File: config.mk
export PLATFORM = sky130hd
export DESIGN_NAME = mc_bus_ctrl_unit_flat
export DESIGN_NICKNAME = d
export VERILOG_FILES = /design/src/rtl/mc_bus_ctrl_unit_if.sv /design/src/rtl/mc_bus_ctrl_unit.sv /design/src/flat_wrapper.sv
export SDC_FILE = /design/constraint.sdc
export NUM_CORES = 1
export LEC_CHECK = 0
export BUFFER_PORTS_ARGS = -buffer_cell sky130_fd_sc_hd__buf_2
export CAP_MARGIN = 0
export CORE_AREA = 2 2 82 60
export CTS_CLUSTER_SIZE = 24
export DETAILED_ROUTE_END_ITERATION = 7
export DIE_AREA = 0 0 84 62
export PLACE_DENSITY = 0.81
export SYNTH_ARGS = -nofsm -noshare
export SYNTH_HDL_FRONTEND = slang
export SYNTH_SLANG_ARGS = --single-unit
File: constraint.sdc
create_clock -name clk -period 2.4 [get_ports clk]
set_input_delay 0.36 -clock clk [delete_from_list [all_inputs] [get_ports clk]]
set_output_delay 0.36 -clock clk [all_outputs]
set_load 0.05 [all_outputs]
File: src/rtl/mc_bus_ctrl_unit_if.sv
// rtl/mc_bus_ctrl_unit_if.sv - fetch and data bus handshake bundle between the control unit and the APB bridge
interface mc_bus_ctrl_unit_if;
  logic       ifReq;
  logic       ifReady;
  logic       busReq;
  logic       busReady;
  logic       busErr;
  logic       dataWe;
  logic [2:0] busSize;

  modport master (
    output ifReq, busReq, dataWe, busSize,
    input  ifReady, busReady, busErr
  );

  modport slave (
    input  ifReq, busReq, dataWe, busSize,
    output ifReady, busReady, busErr
  );
endinterface

File: src/rtl/mc_bus_ctrl_unit.sv
// rtl/mc_bus_ctrl_unit.sv - multi-cycle RV32I control FSM with bus wait states, timeout and fault trap
// Optional performance counters are built only when PERF_CNT_EN is defined.
module mc_bus_ctrl_unit #(
  parameter int BUS_TIMEOUT = 16,
  parameter int CNT_W       = 32
) (
  input  logic                 clk,
  input  logic                 reset,
  input  logic [31:0]          instrCode,
  mc_bus_ctrl_unit_if.master   bus,
  output logic                 irEn,
  output logic                 PCEn,
  output logic                 regFileWe,
  output logic [3:0]           aluControl,
  output logic                 aluSrcMuxSel,
  output logic [2:0]           RFWDSrcMuxSel,
  output logic                 branch,
  output logic                 jal,
  output logic                 jalr,
  output logic                 trap,
  output logic [1:0]           trapCause,
  output logic                 halted,
  output logic [CNT_W-1:0]     instret,
  output logic [CNT_W-1:0]     cycles
);

  localparam logic [6:0] OP_TYPE_R  = 7'b0110011;
  localparam logic [6:0] OP_TYPE_I  = 7'b0010011;
  localparam logic [6:0] OP_TYPE_B  = 7'b1100011;
  localparam logic [6:0] OP_TYPE_LU = 7'b0110111;
  localparam logic [6:0] OP_TYPE_AU = 7'b0010111;
  localparam logic [6:0] OP_TYPE_J  = 7'b1101111;
  localparam logic [6:0] OP_TYPE_JL = 7'b1100111;
  localparam logic [6:0] OP_TYPE_S  = 7'b0100011;
  localparam logic [6:0] OP_TYPE_L  = 7'b0000011;
  localparam logic [3:0] ALU_ADD    = 4'b0000;
  localparam int         TO_W       = (BUS_TIMEOUT > 2) ? $clog2(BUS_TIMEOUT) : 1;

  typedef enum logic [3:0] {
    S_FETCH, S_DECODE, S_R_EXE, S_I_EXE, S_B_EXE, S_LU_EXE, S_AU_EXE, S_J_EXE,
    S_JL_EXE, S_S_EXE, S_S_MEM, S_L_EXE, S_L_MEM, S_L_WB, S_TRAP, S_HALT
  } state_t;

  state_t          state, state_next;
  logic [1:0]      cause_q, cause_next;
  logic [TO_W-1:0] to_cnt;
  logic            to_hit, waiting;

  logic [6:0] opcode;
  logic [2:0] funct3;
  logic       unused_bits;
  assign opcode      = instrCode[6:0];
  assign funct3      = instrCode[14:12];
  assign unused_bits = ^{instrCode[31], instrCode[29:15], instrCode[11:7]};

  logic       if_req, ir_en, pc_en, rf_we, alu_src, br_c, jal_c, jalr_c;
  logic       bus_req, data_we, trap_c, halt_c;
  logic [2:0] rfwd, bus_size;
  logic [3:0] alu_ctl;

  // The last allowed wait cycle is only a timeout if ready is still low in it.
  assign to_hit  = (BUS_TIMEOUT > 0) && (to_cnt == TO_W'(BUS_TIMEOUT - 1));
  assign waiting = (state == S_FETCH) || (state == S_S_MEM) || (state == S_L_MEM);

  always_ff @(posedge clk or negedge reset) begin
    if (!reset) begin
      state   <= S_FETCH;
      cause_q <= 2'b00;
      to_cnt  <= '0;
    end else begin
      state   <= state_next;
      cause_q <= cause_next;
      if (state_next != state) to_cnt <= '0;
      else if (waiting)        to_cnt <= to_cnt + 1'b1;
    end
  end

  always_comb begin
    state_next = state;
    cause_next = cause_q;
    if_req = 1'b0; ir_en = 1'b0; pc_en = 1'b0; rf_we = 1'b0; alu_src = 1'b0;
    br_c = 1'b0; jal_c = 1'b0; jalr_c = 1'b0; bus_req = 1'b0; data_we = 1'b0;
    trap_c = 1'b0; halt_c = 1'b0; rfwd = 3'b000;
    alu_ctl  = {instrCode[30], funct3};
    bus_size = funct3;
    case (state)
      S_FETCH: begin
        if_req = 1'b1;
        if (bus.ifReady) begin
          ir_en      = 1'b1;
          state_next = S_DECODE;
        end else if (to_hit) begin
          state_next = S_TRAP;
          cause_next = 2'b10;
        end
      end
      S_DECODE: begin
        case (opcode)
          OP_TYPE_R:  state_next = S_R_EXE;
          OP_TYPE_I:  state_next = S_I_EXE;
          OP_TYPE_B:  state_next = S_B_EXE;
          OP_TYPE_LU: state_next = S_LU_EXE;
          OP_TYPE_AU: state_next = S_AU_EXE;
          OP_TYPE_J:  state_next = S_J_EXE;
          OP_TYPE_JL: state_next = S_JL_EXE;
          OP_TYPE_S:  state_next = S_S_EXE;
          OP_TYPE_L:  state_next = S_L_EXE;
          default: begin
            state_next = S_TRAP;
            cause_next = 2'b11;
          end
        endcase
      end
      S_R_EXE:  begin rf_we = 1'b1; pc_en = 1'b1; state_next = S_FETCH; end
      S_I_EXE: begin
        rf_we = 1'b1; alu_src = 1'b1; pc_en = 1'b1; state_next = S_FETCH;
        // Only shifts use funct7[5]; for other immediates bit 30 is immediate data.
        alu_ctl = (funct3 == 3'b101) ? {instrCode[30], funct3} : {1'b0, funct3};
      end
      S_B_EXE:  begin br_c = 1'b1; pc_en = 1'b1; state_next = S_FETCH; end
      S_LU_EXE: begin rf_we = 1'b1; rfwd = 3'b010; pc_en = 1'b1; state_next = S_FETCH; end
      S_AU_EXE: begin rf_we = 1'b1; rfwd = 3'b011; pc_en = 1'b1; state_next = S_FETCH; end
      S_J_EXE: begin
        rf_we = 1'b1; rfwd = 3'b100; jal_c = 1'b1; pc_en = 1'b1; state_next = S_FETCH;
      end
      S_JL_EXE: begin
        rf_we = 1'b1; rfwd = 3'b100; jal_c = 1'b1; jalr_c = 1'b1; pc_en = 1'b1;
        alu_ctl = ALU_ADD; state_next = S_FETCH;
      end
      S_S_EXE: begin alu_src = 1'b1; alu_ctl = ALU_ADD; state_next = S_S_MEM; end
      S_S_MEM: begin
        bus_req = 1'b1; data_we = 1'b1; alu_src = 1'b1;
        if (bus.busReady) begin
          if (bus.busErr) begin
            state_next = S_TRAP;
            cause_next = 2'b01;
          end else begin
            pc_en      = 1'b1;
            state_next = S_FETCH;
          end
        end else if (to_hit) begin
          state_next = S_TRAP;
          cause_next = 2'b10;
        end
      end
      S_L_EXE: begin alu_src = 1'b1; alu_ctl = ALU_ADD; rfwd = 3'b001; state_next = S_L_MEM; end
      S_L_MEM: begin
        bus_req = 1'b1; rfwd = 3'b001;
        if (bus.busReady) begin
          if (bus.busErr) begin
            state_next = S_TRAP;
            cause_next = 2'b01;
          end else begin
            state_next = S_L_WB;
          end
        end else if (to_hit) begin
          state_next = S_TRAP;
          cause_next = 2'b10;
        end
      end
      S_L_WB: begin rf_we = 1'b1; rfwd = 3'b001; pc_en = 1'b1; state_next = S_FETCH; end
      S_TRAP: begin trap_c = 1'b1; state_next = S_HALT; end
      S_HALT: begin halt_c = 1'b1; alu_ctl = '0; bus_size = '0; end
      default: state_next = S_FETCH;
    endcase
  end

  // Reset gates the decoded outputs so an in-flight bus request drops without waiting for a clock.
  assign bus.ifReq     = reset & if_req;
  assign bus.busReq    = reset & bus_req;
  assign bus.dataWe    = reset & data_we;
  assign bus.busSize   = reset ? bus_size : 3'b000;
  assign irEn          = reset & ir_en;
  assign PCEn          = reset & pc_en;
  assign regFileWe     = reset & rf_we;
  assign aluControl    = reset ? alu_ctl : 4'b0000;
  assign aluSrcMuxSel  = reset & alu_src;
  assign RFWDSrcMuxSel = reset ? rfwd : 3'b000;
  assign branch        = reset & br_c;
  assign jal           = reset & jal_c;
  assign jalr          = reset & jalr_c;
  assign trap          = reset & trap_c;
  assign halted        = reset & halt_c;
  assign trapCause     = cause_q;

`ifdef PERF_CNT_EN
  logic [CNT_W-1:0] cycles_q, instret_q;
  always_ff @(posedge clk or negedge reset) begin
    if (!reset) begin
      cycles_q  <= '0;
      instret_q <= '0;
    end else begin
      if (state != S_HALT) cycles_q <= cycles_q + 1'b1;
      if (pc_en)           instret_q <= instret_q + 1'b1;
    end
  end
  assign cycles  = cycles_q;
  assign instret = instret_q;
`else
  assign cycles  = '0;
  assign instret = '0;
`endif

endmodule
File: src/flat_wrapper.sv
// flat-port wrapper written by rule: the top's interface ports become plain ports
module mc_bus_ctrl_unit_flat 
#(
  parameter int BUS_TIMEOUT = 16,
  parameter int CNT_W       = 32
)
  (clk, reset, instrCode, irEn, PCEn, regFileWe, aluControl, aluSrcMuxSel, RFWDSrcMuxSel, branch, jal, jalr, trap, trapCause, halted, instret, cycles, bus_ifReq, bus_busReq, bus_dataWe, bus_busSize, bus_ifReady, bus_busReady, bus_busErr);
  mc_bus_ctrl_unit_if bus_i ();
  input  logic clk;
  input  logic reset;
  input  logic [31:0] instrCode;
  output logic irEn;
  output logic PCEn;
  output logic regFileWe;
  output logic [3:0] aluControl;
  output logic aluSrcMuxSel;
  output logic [2:0] RFWDSrcMuxSel;
  output logic branch;
  output logic jal;
  output logic jalr;
  output logic trap;
  output logic [1:0] trapCause;
  output logic halted;
  output logic [CNT_W-1:0] instret;
  output logic [CNT_W-1:0] cycles;
  output wire logic [$bits(bus_i.ifReq)-1:0] bus_ifReq;
  output wire logic [$bits(bus_i.busReq)-1:0] bus_busReq;
  output wire logic [$bits(bus_i.dataWe)-1:0] bus_dataWe;
  output wire logic [$bits(bus_i.busSize)-1:0] bus_busSize;
  input wire logic [$bits(bus_i.ifReady)-1:0] bus_ifReady;
  input wire logic [$bits(bus_i.busReady)-1:0] bus_busReady;
  input wire logic [$bits(bus_i.busErr)-1:0] bus_busErr;
  assign bus_ifReq = bus_i.ifReq;
  assign bus_busReq = bus_i.busReq;
  assign bus_dataWe = bus_i.dataWe;
  assign bus_busSize = bus_i.busSize;
  assign bus_i.ifReady = bus_ifReady;
  assign bus_i.busReady = bus_busReady;
  assign bus_i.busErr = bus_busErr;
  mc_bus_ctrl_unit #(.BUS_TIMEOUT(BUS_TIMEOUT), .CNT_W(CNT_W)) u_core (.clk(clk), .reset(reset), .instrCode(instrCode), .bus(bus_i), .irEn(irEn), .PCEn(PCEn), .regFileWe(regFileWe), .aluControl(aluControl), .aluSrcMuxSel(aluSrcMuxSel), .RFWDSrcMuxSel(RFWDSrcMuxSel), .branch(branch), .jal(jal), .jalr(jalr), .trap(trap), .trapCause(trapCause), .halted(halted), .instret(instret), .cycles(cycles));
endmodule
==> results of run 1 <==
-- repair_timing --
item | in CTS | in global routing
hold endpoints to repair | 6 | 0
gates resized for setup | 0 | 1
hold buffers | 1 | 0
endpoints found under the setup margin | 0 | 6
-- flip-flops by register name, indices dropped and copies added, names as in the netlist --
| register | cells |
|---|---|
| u_core.state | 4 |
| u_core.to_cnt | 4 |
| u_core.trapCause | 2 |
-- area by class of cell --
class / instances / area [µm²]
clock buffer: 4 / 55.1
fill: 469 / 2650
inverter: 4 / 15.0
multi-input combinational: 221 / 1240
sequential: 10 / 251
tap: 57 / 71.3
timing repair buffer: 48 / 265
-- Yosys cell counts (4+ instances only) --
| cell type | n |
|---|---|
| buf_4 | 65 |
| nor2_1 | 21 |
| nand2_1 | 16 |
| a21oi_1 | 15 |
| nor3_1 | 11 |
| dfrtp_1 | 10 |
| o21ai_0 | 10 |
| buf_2 | 9 |
| and3_1 | 7 |
| nand2b_1 | 7 |
| xnor2_1 | 7 |
| a31oi_1 | 4 |
| and2_1 | 4 |
| inv_1 | 4 |
| nand3_1 | 4 |
| nand4_1 | 4 |
| nor2b_1 | 4 |
-- metrics by stage --
| stage | area, µm² | hold slack [ps] | std cells |
|---|---|---|---|
| 6_report | 1900 | 99.0 | 344 |
| 5_1_grt | 1900 | 107 | 344 |
| 4_1_cts | 1890 | 97.5 | 344 |
| 3_5_place_dp | 1830 | 233 | 339 |
| 3_3_place_gp | 1830 | 230 | 339 |
| 2_1_floorplan | 2060 | 64.4 | 313 |
-- power groups by stage --
stage	sequential (mW)	clock, mW	combinational, mW
floorplan	0.308	0	1.23
global placement	0.316	0	1.38
detailed placement	0.317	0	1.40
CTS	0.314	0.219	1.41
global route	0.329	0.227	1.52
finish	0.319	0.216	1.41
-- worst min-delay path by stage --
stage,startpoint,end,slack [ps],cells past startpoint
floorplan,reset,u_core.state[0],60,0
global placement,reset,u_core.to_cnt[0],230,1
detailed placement,reset,u_core.to_cnt[1],230,1
CTS,reset,u_core.state[3],100,2
global route,reset,u_core.state[3],110,2
finish,reset,u_core.state[3],100,2
-- layer usage --
metal  global-route usage [%]  vias up
met2                     22.7       69
li1                         -      826
met5                        0        -
met3                     3.83        4
met4                     2.53        0
met1                     20.1      791
-- worst max-delay path: stages (launching register included) --
cell and delay (ps):
dfrtp_1 580, nand2b_1 270, a31oi_1 290, and3_1 200
buf_2 260
-- cell families after synthesis --
logic type,Yosys count,synth area share (%)
mux,2,1.11
flops,10,13.9
compound gates,54,21.2
fa+ha+maj,1,0.693
xor+xnor,7,3.40
other cells,1,0.208
buf+inv,82,31.6
simple gates,93,27.9
==> results.sh, run 1 <==
export IMPL_die_h_um=62
export IMPL_synth_top_area_cell="buf_4"
export IMPL_cts_tree="yes"
export IMPL_r2r_slack_ps=340
export IMPL_overflow=0
export IMPL_drcViolationCount=0
export IMPL_grt_pass1_wl_um=5930
export IMPL_yosysSeqAreaShare_pct=13.9
export IMPL_wl_met2_um=1890
export IMPL_synth_area_leaders="buf_4 27%, dfrtp_1 14%, nor2_1 4.4%, a21oi_1 4.2%, xnor2_1 3.4%"
export IMPL_cap_violations=0
export IMPL_setup_viol=0
export IMPL_switching_power_mw=1.17
export IMPL_crit_type="register to primary output"
export IMPL_viasPerCell=4.91
export IMPL_dr_pass1_iters=4
export IMPL_start_util_pct=39.7
export IMPL_pwr_share_seq_pct=16.4
export IMPL_pre_cts_ws_ps=287
export IMPL_layout_nets=326
export IMPL_worstSetupEndpointType="primary output"
export IMPL_ios=125
export IMPL_cts_made_buffers=3
export IMPL_worstReg2RegEnd="u_core.to_cnt[0]"
export IMPL_arrival_ps=1840
export IMPL_swShare_pct=60.2
export IMPL_ys_ff_latch=10
export IMPL_synthDistinctLibCells=55
export IMPL_cp_start_kind="register"
export IMPL_synthCells=250
export IMPL_hold_violations=0
export IMPL_antenna_found_initial=0
export IMPL_post_cts_buffers=0
export IMPL_drt_first_iter_violations=234
export IMPL_p_leak_nw=0.943
export IMPL_routed_wl_um=3980
export IMPL_cts_max_level=1
export IMPL_final_core_util_pct=41.7
export IMPL_grt_max_degree=30
export IMPL_skew_ps=0.554
export IMPL_antenna_left=0
export IMPL_vias=1690
export IMPL_max_freq_ghz=0.455
export IMPL_fp_row_count=21
export IMPL_clkSinkCount=10
export IMPL_post_synth_instance_area_mm2=0.00180
export IMPL_top_layer="met4"
export IMPL_wl_per_cell_um=11.6
export IMPL_endpoint="aluControl[3]"
export IMPL_async_flop_share_pct=100
export IMPL_ys_flop_type="dfrtp_1"
export IMPL_irDropWorstVdd_mv=0.445
export IMPL_p_clk_share_pct=11.1
export IMPL_die_x_um=84
export IMPL_yosysTopAreaCellShare_pct=27.0
export IMPL_crit_required_ps=2040
export IMPL_fin_tns_setup_ps=0
export IMPL_rsz0062_at_grt="no"
export IMPL_p_comb_share_pct=72.5
export IMPL_synth_edff_count=0
export IMPL_p_int_mw=0.774
export IMPL_design_die_area_mm2=0.00521
export IMPL_antenna_cells=0
export IMPL_tightestPinTransition_ps=549
export IMPL_route_met3_wl_um=289
export IMPL_fin_crit_ps=2200
export IMPL_critPathLaunch="u_core.state[0]"
export IMPL_total_power_mw=1.94
export IMPL_status="finished, final reports clean"
export IMPL_path_clk_slew_ps=50
export IMPL_cts_root_buf="clkbuf_8"
export IMPL_gp_congestion=0.866
export IMPL_r2r_cells=6
export IMPL_clk_latency_ps=240
export IMPL_drv_slew=0
export IMPL_track_usage_pct=14.3
export IMPL_r2r_start="u_core.state[0]"
export IMPL_cellPowerDensity_mw_per_mm2=1030
export IMPL_wl_met1_um=1770
export IMPL_slew_limit_headroom_pct=63.4
export IMPL_syn2layout_area_growth_pct=5.06
export IMPL_drive_above_1_share_pct=21.6
export IMPL_mostFrequentLayoutCell="conb_1"
export IMPL_core_mm2=0.00455
export IMPL_mostFrequentLayoutCells="64 x conb_1, 39 x buf_2, 20 x nor2_1"
export IMPL_hpwlAfterDp_um=3090
export IMPL_min_path_type="input pin to async pin"
export IMPL_grt_pass1_vias=1235
export IMPL_io_buffers=39
export IMPL_yosysWarnings=0
export IMPL_cts_buffer_depth=2
export IMPL_worst_slack_ps=200
export IMPL_post_synth_cell_area_avg_um2=7.22
export IMPL_period_share_pct=91.7
export IMPL_cp_max_fo=18
Note: power is estimated with default switching activity, not from simulation.
==> inputs of run 2 (changes only) <==
Clock period 2.4 ns to 2.28 ns, I/O delays scaled along.
==> run 2 against run 1 <==
  * Sequential power is essentially flat
  * Clock-buffer cell count stayed put
  * Global-route usage is 0.68 points higher
  * Largest power group unchanged
  * Sequential share of layout area is 0.091 points lower
  * Final cell count grew 0.29%
  * Critical path depth increased by 1
==> results.sh, run 2 (synthesized netlist as in run 1, its figures left out) <==
export IMPL_rsz0062_at_grt="no"
export IMPL_die_h_um=62
export IMPL_antenna_cells=0
export IMPL_max_freq_ghz=0.466
export IMPL_syn2layout_area_growth_pct=6.31
export IMPL_wl_per_cell_um=11.7
export IMPL_vias=1690
export IMPL_cp_start_kind="register"
export IMPL_setup_viol=0
export IMPL_dr_pass1_iters=4
export IMPL_period_share_pct=94.0
export IMPL_hpwlAfterDp_um=3180
export IMPL_ios=125
export IMPL_viasPerCell=4.90
export IMPL_drt_first_iter_violations=211
export IMPL_gp_congestion=0.864
export IMPL_grt_pass1_wl_um=6240
export IMPL_min_path_type="input pin to async pin"
export IMPL_track_usage_pct=15.0
export IMPL_cp_max_fo=14
export IMPL_die_x_um=84
export IMPL_finalNonFillerCells=345
export IMPL_path_clk_slew_ps=50
export IMPL_mostFrequentLayoutCells="64 x conb_1, 39 x buf_2, 19 x nor2_1"
export IMPL_fp_row_count=21
export IMPL_design_die_area_mm2=0.00521
export IMPL_layout_nets=327
export IMPL_cellPowerDensity_mw_per_mm2=1080
export IMPL_cts_root_buf="clkbuf_8"
export IMPL_r2r_cells=6
export IMPL_worst_slack_ps=136
export IMPL_cts_tree="yes"
export IMPL_grt_max_degree=20
export IMPL_cts_max_level=1
export IMPL_skew_ps=3.02
export IMPL_crit_type="register to primary output"
export IMPL_dp_cells=341
export IMPL_hold_violations=0
export IMPL_cts_buffer_depth=2
export IMPL_drv_slew=0
export IMPL_ctsHoldBuffers=0
export IMPL_cts_made_buffers=3
export IMPL_fin_tns_setup_ps=0
export IMPL_antenna_found_initial=0
export IMPL_pre_cts_ws_ps=327
export IMPL_io_buffers=39
export IMPL_arrival_ps=1800
export IMPL_fin_hold_ws_ps=52.2
export IMPL_status="finished, final reports clean"
export IMPL_p_leak_nw=0.948
export IMPL_worstSetupEndpointType="primary output"
export IMPL_clkSinkCount=10
export IMPL_fin_crit_ps=2140
export IMPL_cap_violations=0
export IMPL_start_util_pct=39.7
export IMPL_final_core_util_pct=42.2
export IMPL_placed_area_mm2=0.00185
export IMPL_crit_required_ps=1940
export IMPL_total_power_mw=2.07
export IMPL_grt_pass1_vias=1324
export IMPL_drive_above_1_share_pct=23.6
export IMPL_routed_wl_um=4040
export IMPL_antenna_left=0
export IMPL_overflow=0
export IMPL_irDropWorstVdd_mv=0.447
export IMPL_fill_cells=470
export IMPL_clk_latency_ps=240
export IMPL_mostFrequentLayoutCell="conb_1"
export IMPL_core_mm2=0.00455
export IMPL_multi_input_area_mm2=0.00125
export IMPL_seqCellArea_um2=253
export IMPL_fin_area_mm2=0.00192
export IMPL_drcViolationCount=0
export IMPL_r2r_slack_ps=350
## run 2: cell count changes in the layout (fill, tap and decap cells not counted), sizes merged
cell / delta
dlygate4sd3: -1
buf: +2
## run 2: final timing paths
path	start	to
max	u_core.state[3]	aluControl[3]
min	reset	u_core.state[2]
max reg2reg	u_core.state[0]	u_core.to_cnt[0]
min reg2reg	u_core.trapCause[1]	u_core.trapCause[1]
max in group asynchronous	reset	u_core.state[3]
min in group clk	u_core.trapCause[1]	u_core.trapCause[1]
## run 2: layout make-up
cell class | instances | share of cell area [%]
multi-input combinational | 221 | 65.4
timing repair buffer | 49 | 14.1
sequential | 10 | 13.2
tap | 57 | 3.72
clock buffer | 4 | 2.87
inverter | 4 | 0.783
## run 2: where the power goes
group / leakage, nW / internal, mW / switching [mW]
Combinational: 0.795 / 0.452 / 1.07
Sequential: 0.125 / 0.229 / 0.0900
Clock: 0.0288 / 0.152 / 0.0768
Total: 0.948 / 0.833 / 1.24
## run 2: what timing repair did
action,4_1_cts,5_1_grt
endpoints found under the hold margin,0,0
endpoints found under the setup margin,0,7
gates resized for setup,0,4
setup buffers,0,0
## run 2: critical path: stages, from the launching register on
cell and delay, ps:
dfrtp_2 510, buf_4 200, nor2_1 250, o2111ai_1 170
and3_1 210, buf_2 210
## run 2: per-layer routing
metal  routed length, µm  share of wire, %  GRT usage [%]  up-vias
li1                    -                 -              -      823
met1                1830                45           20.5      791
met2                1890                47           25.0       74
met3                 312               7.7           4.10        2
met4                  13              0.32           1.61        0
met5                   0                 0              0        -
==> inputs of run 3 (changes only) <==
Settings changed: CORE_AREA 2 2 82 60 to 2 2 86 63, DIE_AREA 0 0 84 62 to 0 0 88 65, PLACE_DENSITY 0.81 to 0.77.
Clock period 2.28 ns to 1.8 ns, I/O delays scaled along.
==> run 3 against run 2 <==
  * The flow now finishes with violations (negative setup slack)
  * Via count increased by 22%
  * Clock skew increased by 1.2 ps
  * Flip-flop and latch count unchanged
  * Critical endpoint is now RFWDSrcMuxSel[0]
  * Largest cell class unchanged
  * Largest power group unchanged
==> results.sh, run 3 (synthesized netlist as in run 1, its figures left out) <==
export IMPL_mostFrequentLayoutCell="conb_1"
export IMPL_cts_root_buf="clkbuf_8"
export IMPL_drv_slew=0
export IMPL_vias=2054
export IMPL_grt_pass1_wl_um=8010
export IMPL_p_leak_nw=1.33
export IMPL_endpoint="RFWDSrcMuxSel[0]"
export IMPL_cts_buffer_depth=2
export IMPL_io_buffers=39
export IMPL_clk_latency_ps=240
export IMPL_layout_nets=380
export IMPL_antenna_left=0
export IMPL_grt_max_degree=14
export IMPL_crit_type="register to primary output"
export IMPL_drt_first_iter_violations=256
export IMPL_irDropWorstVdd_mv=0.464
export IMPL_fin_crit_ps=1950
export IMPL_period_share_pct=108
export IMPL_cts_made_buffers=3
export IMPL_r2r_slack_ps=-100
export IMPL_skew_ps=4.25
export IMPL_wl_per_cell_um=15.9
export IMPL_crit_required_ps=1530
export IMPL_syn2layout_area_growth_pct=59.4
export IMPL_violations="negative setup slack"
export IMPL_fin_tns_setup_ps=-1420
export IMPL_setup_viol=22
export IMPL_final_core_util_pct=57.7
export IMPL_drive_above_1_share_pct=48.4
export IMPL_die_x_um=88
export IMPL_critPathLaunch="u_core.state[2]"
export IMPL_design_die_area_mm2=0.00572
export IMPL_fp_row_count=22
export IMPL_hold_violations=0
export IMPL_mostFrequentLayoutCells="64 x conb_1, 50 x buf_4, 19 x buf_2, 19 x buf_6, 14 x nand2_1"
export IMPL_cap_violations=0
export IMPL_worstReg2RegEnd="u_core.to_cnt[0]"
export IMPL_antenna_cells=0
export IMPL_cp_start_kind="register"
export IMPL_cts_tree="yes"
export IMPL_path_clk_slew_ps=50
export IMPL_cts_max_level=1
export IMPL_cp_max_fo=7
export IMPL_cellPowerDensity_mw_per_mm2=1430
export IMPL_die_h_um=65
export IMPL_rsz0062_at_grt="yes"
export IMPL_fin_hold_ws_ps=158
export IMPL_arrival_ps=1680
export IMPL_worstSetupEndpointType="primary output"
export IMPL_cp_slowest_stage_delay_ps=470
export IMPL_clkSinkCount=10
export IMPL_cpMaxStageDelayCell="dfrtp_2"
export IMPL_viasPerCell=4.97
export IMPL_track_usage_pct=17.7
export IMPL_dr_pass1_iters=4
export IMPL_drcViolationCount=0
export IMPL_r2r_start="u_core.state[2]"
export IMPL_worst_slack_ps=-152
export IMPL_core_mm2=0.00498
export IMPL_status="finished with violations"
export IMPL_gp_congestion=0.884
export IMPL_pre_cts_ws_ps=-95.4
export IMPL_start_util_pct=36.2
export IMPL_r2r_cells=6
export IMPL_min_path_type="input pin to async pin"
export IMPL_timing_critical_path_mode_cell="buf_4"
export IMPL_overflow=0
export IMPL_max_freq_ghz=0.512
export IMPL_ios=125
export IMPL_timing_critical_path_cells="buf_4 > nand2_1 > buf_4 > nor2_1 > a21oi_1 > nor2_2 > buf_6"
export IMPL_grt_pass1_vias=1700
export IMPL_routed_wl_um=6570
export IMPL_fill_cells=385
export IMPL_hpwlAfterDp_um=3600
export IMPL_antenna_found_initial=0
## run 3: cell count changes in the layout (fill, tap and decap cells not counted), moves of 5 or more
cell	before	now
buf_6	0	19
nor2_1	19	13
buf_4	10	50
buf_8	0	10
nand2b_1	7	2
nand2b_4	0	5
buf_2	39	19
nor3_1	9	4
## run 3: worst min path at each step
| stage | from | to | slack, ps | depth (start not counted) |
|---|---|---|---|---|
| floorplan | reset | u_core.state[0] | -30 | 0 |
| global placement | reset | u_core.state[3] | 140 | 1 |
| detailed placement | reset | u_core.state[2] | 150 | 1 |
| CTS | reset | u_core.to_cnt[1] | 110 | 2 |
| global route | reset | u_core.to_cnt[0] | 170 | 2 |
| finish | reset | u_core.state[0] | 160 | 2 |
## run 3: where the power goes
| group | internal (mW) | switching (mW) |
|---|---|---|
| Clock | 0.193 | 0.0997 |
| Combinational | 1.50 | 1.94 |
| Sequential | 0.294 | 0.0867 |
## run 3: worst max-delay path: cells and delay by family, from the launching register on
kind / cells / cell delay, ps
buf+inv: 3 / 550
simple gates: 3 / 340
flops: 1 / 470
compound gates: 1 / 70
## run 3: repair_timing
item,in CTS,in global routing
resized for setup,58,61
hold endpoints to repair,3,0
cloned,1,1
pin swaps,8,16
buffers inserted,14,11
hold buffers,1,0
setup endpoints to repair,23,30
## run 3: layout make-up
class | count | area [µm²] | area share, %
sequential | 10 | 255 | 8.87
multi-input combinational | 221 | 1540 | 53.5
clock buffer | 4 | 55.1 | 1.91
timing repair buffer | 102 | 922 | 32.1
tap | 72 | 90.1 | 3.13
inverter | 4 | 15.0 | 0.522
## run 3: layer usage
metal  routed length, µm  GRT usage, %  up-vias
met4                 255          3.65        0
met2                3350          30.4      118
met5                   0             0        -
met3                 491          3.31       30
met1                2480          23.1      975
li1                    -             -      931
## run 3: stage by stage
stage               power [mW]  cell area, µm²  cells
global route              4.30            2880    413
floorplan                 2.20            2160    313
detailed placement        2.65            2120    381
global placement          2.62            2120    381
CTS                       3.39            2510    401
finish                    4.11            2880    413
